<file path="src/rtl/key_input_conditioner.sv">
// key_input_conditioner
//
// Turns raw, bouncing, active-low push buttons into clean per-key events
// synchronous to CLOCK_50. Each channel is independent and has its own
// 2-flop synchronizer, debounce counter, hold/repeat counter and state
// machine.
//
// Ports:
//   CLOCK_50     sole clock, everything updates on posedge
//   reset        synchronous, active-high
//   KEY          raw asynchronous buttons, active-low (0 = pressed)
//   key_level    debounced level, 1 = pressed
//   key_press    1-cycle pulse on accepted press and on every auto-repeat
//   key_repeat   1-cycle pulse on auto-repeat only (coincides with key_press)
//   key_release  1-cycle pulse on accepted release
//
// Event outputs are plain registered pulses with no handshake: a consumer
// must sample them on every CLOCK_50 edge; there is no ready/back-pressure.
// The per-key state register g_key[k].state is the observable FSM state.

module key_input_conditioner #(
  parameter int N_KEYS          = 4,
  parameter int DEBOUNCE_CYCLES = 1_000_000,
  parameter int REPEAT_EN       = 1,
  parameter int REPEAT_DELAY    = 25_000_000,
  parameter int REPEAT_PERIOD   = 5_000_000
) (
  input  logic              CLOCK_50,
  input  logic              reset,
  input  logic [N_KEYS-1:0] KEY,
  output logic [N_KEYS-1:0] key_level,
  output logic [N_KEYS-1:0] key_press,
  output logic [N_KEYS-1:0] key_repeat,
  output logic [N_KEYS-1:0] key_release
);

  localparam int DW   = $clog2(DEBOUNCE_CYCLES) + 1;
  localparam int HMAX = (REPEAT_DELAY > REPEAT_PERIOD) ? REPEAT_DELAY : REPEAT_PERIOD;
  localparam int HW   = $clog2(HMAX) + 1;

  localparam logic [DW-1:0] DCNT_LAST  = DW'(DEBOUNCE_CYCLES - 1);
  localparam logic [HW-1:0] DELAY_LAST = HW'(REPEAT_DELAY - 1);
  localparam logic [HW-1:0] PER_LAST   = HW'(REPEAT_PERIOD - 1);
  localparam logic [HW-1:0] HCNT_MAX   = '1;

  typedef enum logic [2:0] {
    ST_RELEASED     = 3'd0,
    ST_PRESS_WAIT   = 3'd1,
    ST_HELD         = 3'd2,
    ST_REPEATING    = 3'd3,
    ST_RELEASE_WAIT = 3'd4
  } key_state_t;

  for (genvar k = 0; k < N_KEYS; k++) begin : g_key
    logic          sync1, sync2;
    logic          p;
    key_state_t    state, state_n;
    logic [DW-1:0] dcnt, dcnt_n;
    logic [HW-1:0] hcnt, hcnt_n;
    logic          lvl_q, lvl_n;
    logic          press_q, press_n;
    logic          rep_q, rep_n;
    logic          rel_q, rel_n;

    // Synchronizer presets to "released" so a key held through reset is
    // seen as a fresh press afterwards, with full debounce latency.
    always_ff @(posedge CLOCK_50) begin
      if (reset) begin
        sync1 <= 1'b1;
        sync2 <= 1'b1;
      end else begin
        sync1 <= KEY[k];
        sync2 <= sync1;
      end
    end

    assign p = ~sync2;

    // Next-state and next-output logic. Counters are cleared on every
    // state change so each state starts its own timing from zero.
    always_comb begin
      state_n = state;
      dcnt_n  = dcnt;
      hcnt_n  = hcnt;
      lvl_n   = lvl_q;
      press_n = 1'b0;
      rep_n   = 1'b0;
      rel_n   = 1'b0;

      unique case (state)
        ST_RELEASED: begin
          if (p) begin
            state_n = ST_PRESS_WAIT;
            dcnt_n  = '0;
            hcnt_n  = '0;
          end
        end

        ST_PRESS_WAIT: begin
          if (!p) begin
            state_n = ST_RELEASED;
            dcnt_n  = '0;
            hcnt_n  = '0;
          end else if (dcnt == DCNT_LAST) begin
            state_n = ST_HELD;
            dcnt_n  = '0;
            hcnt_n  = '0;
            lvl_n   = 1'b1;
            press_n = 1'b1;
          end else begin
            dcnt_n = dcnt + DW'(1);
          end
        end

        ST_HELD: begin
          if (!p) begin
            state_n = ST_RELEASE_WAIT;
            dcnt_n  = '0;
            hcnt_n  = '0;
          end else if ((REPEAT_EN != 0) && (hcnt == DELAY_LAST)) begin
            state_n = ST_REPEATING;
            dcnt_n  = '0;
            hcnt_n  = '0;
            press_n = 1'b1;
            rep_n   = 1'b1;
          end else if (hcnt != HCNT_MAX) begin
            // Saturating so a long hold with repeat disabled never wraps.
            hcnt_n = hcnt + HW'(1);
          end
        end

        ST_REPEATING: begin
          if (!p) begin
            state_n = ST_RELEASE_WAIT;
            dcnt_n  = '0;
            hcnt_n  = '0;
          end else if (hcnt == PER_LAST) begin
            hcnt_n  = '0;
            press_n = 1'b1;
            rep_n   = 1'b1;
          end else begin
            hcnt_n = hcnt + HW'(1);
          end
        end

        ST_RELEASE_WAIT: begin
          if (p) begin
            // Release bounce: back to HELD, repeat timing restarts from
            // the initial delay, level stays high and nothing pulses.
            state_n = ST_HELD;
            dcnt_n  = '0;
            hcnt_n  = '0;
          end else if (dcnt == DCNT_LAST) begin
            state_n = ST_RELEASED;
            dcnt_n  = '0;
            hcnt_n  = '0;
            lvl_n   = 1'b0;
            rel_n   = 1'b1;
          end else begin
            dcnt_n = dcnt + DW'(1);
          end
        end

        default: begin
          state_n = ST_RELEASED;
          dcnt_n  = '0;
          hcnt_n  = '0;
          lvl_n   = 1'b0;
        end
      endcase
    end

    always_ff @(posedge CLOCK_50) begin
      if (reset) begin
        state   <= ST_RELEASED;
        dcnt    <= '0;
        hcnt    <= '0;
        lvl_q   <= 1'b0;
        press_q <= 1'b0;
        rep_q   <= 1'b0;
        rel_q   <= 1'b0;
      end else begin
        state   <= state_n;
        dcnt    <= dcnt_n;
        hcnt    <= hcnt_n;
        lvl_q   <= lvl_n;
        press_q <= press_n;
        rep_q   <= rep_n;
        rel_q   <= rel_n;
      end
    end

    assign key_level[k]   = lvl_q;
    assign key_press[k]   = press_q;
    assign key_repeat[k]  = rep_q;
    assign key_release[k] = rel_q;
  end

endmodule

</file>
<file path="config.mk">
export PLATFORM = sky130hd
export DESIGN_NAME = key_input_conditioner
export DESIGN_NICKNAME = d
export VERILOG_FILES = /design/src/rtl/key_input_conditioner.sv
export SDC_FILE = /design/constraint.sdc
export NUM_CORES = 1
export LEC_CHECK = 0
export ABC_CLOCK_PERIOD_IN_PS = 2750
export CORE_MARGIN = 2
export CORE_UTILIZATION = 45
export DETAILED_ROUTE_END_ITERATION = 16
export GPL_ROUTABILITY_DRIVEN = 0
export SLEW_MARGIN = 20
export SYNTH_ARGS = -nofsm -noshare
export SYNTH_HDL_FRONTEND = slang
export SYNTH_SLANG_ARGS = --single-unit
</file>
<file path="constraint.sdc">
create_clock -name CLOCK_50 -period 2.75 [get_ports CLOCK_50]
set_input_delay 0.4125 -clock CLOCK_50 [delete_from_list [all_inputs] [get_ports CLOCK_50]]
set_output_delay 0.4125 -clock CLOCK_50 [all_outputs]
set_load 0.1 [all_outputs]
</file>
==> metrics list <==
- Relative slew margins: between 20 and 30%
* Number of buffers inserted to repair setup after CTS: 0
- TritonCTS built the clock tree.
- The largest total area in the synthesized netlist belongs to sky130_fd_sc_hd__dfxtp_1.
- The via count of the first global-routing pass is 10500.
- In this run the most used layer during global routing was met2.
* Portion of netlist area occupied by mux cells: 0.997%
* Post-route minimum period: 2.54 ns
- For this design the ratio of total power to cell area is 547 nW/µm².
- Summed over all layers, the routed wires come to 30600 µm.
* Timing-limited maximum frequency: 393 MHz
- Combinational cells account for 4.2% of the total power.
- Max FO, Critical Path: 14
* Cell type of the slowest stage on the worst timing path: sky130_fd_sc_hd__o31a_1
* Synthesized Nets: approximately 1500
- Setup violations remaining at the end of the flow were counted as 0.
- From bottom edge to top edge, the die measures 168 µm.
* Most area-consuming cells after synthesis: sky130_fd_sc_hd__dfxtp_1, sky130_fd_sc_hd__nor2_1, sky130_fd_sc_hd__xnor2_1, sky130_fd_sc_hd__nand2_1, sky130_fd_sc_hd__nand3_1
- The die covers 28400 µm².
- Mean Syn Cell Area: approximately 8 µm²
- At the pin with the least slew margin, the transition time is 1.07 ns.
- Seq/Total Area, Yosys: 36.8%
- Vias post-DR: 11300
- Yosys mapped the design onto between 80 and 90 distinct sky130hd cell types.
- Design internal power: 6.00 mW
- The worst-case IR drop observed on VDD is 465 µV.
- Pin placement for this block handled 22 I/O pins.
- Global-route usage over all layers: 21.2%
* Setup repair after global routing missed its margin: false
* Final Util: 52.1%
* Cell-by-cell listing of the critical path: and4_4, or4b_4, o31a_1, buf_4, nor3_1, xnor2_1, nor2_1
* Crit path buffers/inverters: 1
- The cell sitting at the root of the clock tree is a sky130_fd_sc_hd__clkbuf_16.
- Share of the cycle needed by the critical path after routing: 92.5%
- Summing the areas of all xor and xnor instances in the mapped netlist gives 6.04% of the synthesized area.
* Fraction of layout cells with a size suffix above 1: 12.5%
* Wire length of the first global-routing pass: 51600 µm
- Initial DRC Count: 923
- Once layout is done, the placed cells without fillers occupy 13900 µm².
* Reported net switching power: 1.62 mW
- At the worst endpoint, the arrival time is 2.96 ns.
- Cells after Synth: 1510
- The largest single stage delay on the critical path is 0.52 ns.
* Sort of element at the start of the critical path: flip-flop
- Die width: 168 µm
- The number of failing hold endpoints at the final stage was 0.
* Detailed-route wire length per cell: 16.1 µm
- Number of antenna violations at the first check in global routing: 0
- The count of pins over their slew limit was 0.
- The share of total power dissipated in sequential elements is a little over two fifths.
- 0 antenna diodes ended up in the layout.
* Number of buffer cells added on primary ports: 21
- STA classifies the critical path endpoint as a flip-flop.
- CTS clock-pin slew for the worst setup and hold paths: 0.06 ns
- For this run, asynchronously set or reset flops after synthesis account for 0%.
- The clock passes through at most 3 buffers.
- Maximum number of pins on one net before global-route repair: 28
- Router iterations before antenna repair: 5
* Inst Count DP: approximately 1900
* Skew-Pair Late Insertion Delay: around 0.53 ns
- Class of the tightest hold or removal check: input pin to flip-flop
- Of the total synthesized cell area, the portion taken by AND, OR, NAND and NOR gates is 35.6%.
* Post-synth EDFFs: 0
- The most used flip-flop cell after synthesis is sky130_fd_sc_hd__dfxtp_1.
- Synth Cell Area: 12200 µm²
* Fin Setup TNS: 0 ns
* Detailed-placement wirelength estimate: 21200 µm
* Kind of critical path: flip-flop to flip-flop
- The analysis attributes to cell leakage a power of 4.54 nW.
- Summing all placed instances gives a cell area of 12900 µm².
* Placeable core region: 26700 µm²
- CTS Buf Count: 26
- CTS H-tree depth: 1
- Net switching is 21.2% of the power.
- Overall Power: between 7 and 8 mW
* Via/cell ratio: between 5 and 6
* Area added between synthesis and finish: 14.4%
* Met2 layer usage reported by global route: 35.0%
- Post-synthesis share of cell area spent on full adders, half adders and majority gates: 0.822%
* Number of filler cells placed in the layout: 2591
- Worst setup skew after layout: about 0.016 ns
* Placement Rows: 60
- Cell Count, Final, Fillers Out: 1900
* Register bit total from synthesis: 224
- Required time worst endpoint: 3.17 ns
- Largest delay share family, worst path: simple AND/OR/NAND/NOR gates
- The synthesized netlist devotes 14.9% of its cell area to compound gates.
- Final layout net count: 1554
- Num Clock Sinks: between 200 and 250
* DRC violations left: 0
- For this configuration, the core starts out at a cell density of between 40 and 50%.
* Dominant combinational cell family by area after synthesis: simple AND/OR/NAND/NOR gates
- For this run the aggregate overflow at the end of global routing stands at 0.
* Antenna Violating Nets Remaining: 0
- Number of warnings printed during yosys synthesis: 0
- Max-capacitance violation count: 0
* Global-route track usage on met3: 2.88%
* Met1 capacity usage during global routing: 29.2%
* Clk network pwr share: 52.7%
- The flow ran to the end, and the final reports show no timing, DRC or antenna violations.
* Fraction of post-synthesis cell area in the top cell type by area: 36.8%
path summary, 6_finish.rpt:
path / from / endpoint / slack (ns) / cells past startpoint
min: reset / g_key[2].state[2]$_SDFFE_PP0P_ / 0.26 / 2
max: g_key[1].hcnt[19]$_SDFFE_PP0P_ / g_key[1].dcnt[8]$_SDFFE_PP0P_ / 0.21 / 7
max reg2reg: g_key[1].hcnt[19]$_SDFFE_PP0P_ / g_key[1].dcnt[8]$_SDFFE_PP0P_ / 0.21 / 7
min reg2reg: g_key[0].sync1$_SDFF_PP1_ / g_key[0].sync2$_SDFF_PP1_ / 0.41 / 1
power by group through the flow:
stage / sequential [mW] / combinational [mW] / clock [mW]
3_5_place_dp: 3.35 / 0.318 / 0
5_1_grt: 3.28 / 0.350 / 4.26
3_3_place_gp: 3.35 / 0.318 / 0
6_report: 3.28 / 0.321 / 4.02
2_1_floorplan: 3.34 / 0.210 / 0
4_1_cts: 3.28 / 0.319 / 4.12
synthesized netlist by cell type (20+ instances only):
cell,instances
sky130_fd_sc_hd__and3_1,30
sky130_fd_sc_hd__clkbuf_1,47
sky130_fd_sc_hd__inv_1,30
sky130_fd_sc_hd__a21oi_1,66
sky130_fd_sc_hd__or3_1,26
sky130_fd_sc_hd__dfxtp_1,224
sky130_fd_sc_hd__o21ai_0,54
sky130_fd_sc_hd__nand2_1,140
sky130_fd_sc_hd__a31oi_1,27
sky130_fd_sc_hd__nand4_1,65
sky130_fd_sc_hd__xnor2_1,65
sky130_fd_sc_hd__nor4_1,38
sky130_fd_sc_hd__and2_1,25
sky130_fd_sc_hd__buf_2,20
sky130_fd_sc_hd__nor2_1,160
sky130_fd_sc_hd__nand3_1,100
sky130_fd_sc_hd__and4_1,20
sky130_fd_sc_hd__nor3_1,58
layout by cell type, fill, tap and decap left out, drive strengths merged, types with 6 or more instances in the layout:
master,n
nor3b,15
nor4,47
or4,13
nand3,100
and2,25
buf,90
clkbuf,35
nand2,140
bufinv,7
nor2,161
nor3,64
and4,21
or4b,7
dfxtp,224
a211oi,9
and3,30
nor4b,18
a22o,16
a21o,16
nand3b,10
o31ai,12
ha,8
nor2b,7
nand4,65
or2,12
nand4b,6
o21ai,67
a31oi,28
nand2b,8
inv,30
or3b,8
or3,26
a21oi,66
xor2,19
xnor2,65
mux2i,11
registers in the layout, indices dropped and copies added, names as in the netlist:
signal         flops
g_key.hcnt       104
g_key.dcnt        84
g_key.state       12
g_key.lvl_q        4
g_key.press_q      4
g_key.rel_q        4
g_key.rep_q        4
g_key.sync1        4
g_key.sync2        4
logic make-up after synthesis:
logic type | after synthesis
AO/OA/AOI/OAI | 270
XOR/XNOR | 84
adder cells (fa/ha/maj) | 8
buffers and inverters | 122
flip-flops | 224
multiplexers | 12
AND/OR/NAND/NOR | 790
metrics by stage:
stage          setup WS, ns  hold slack [ns]
3_3_place_gp         0.0658            0.394
4_1_cts             0.00496            0.249
5_1_grt             0.00490            0.272
2_1_floorplan         0.370            0.389
6_report              0.206            0.258
3_5_place_dp         0.0206            0.396
final cells by class:
cell class,count,area [µm²],share of cell area (%)
Tap cell,341,427,3.06
Clock buffer,35,776,5.57
Timing Repair Buffer,94,738,5.30
Clock inverter,12,241,1.73
Sequential cell,224,4480,32.2
Inverter,30,113,0.808
Multi-Input combinational cell,1164,7150,51.3
repair_timing:
item / CTS / global route
resized for setup: 0 / 6
hold buffers: 0 / 0
endpoints found under the setup margin: 0 / 19
per-layer routing:
metal | up-vias | wire length [µm] | part of all wire (%)
li1 | 5610 | - | -
met1 | 5317 | 14600 | 48
met2 | 271 | 13900 | 46
met3 | 58 | 1400 | 4.6
met4 | 0 | 674 | 2.2
met5 | - | 0 | 0
(Power assumes the default switching activity.)
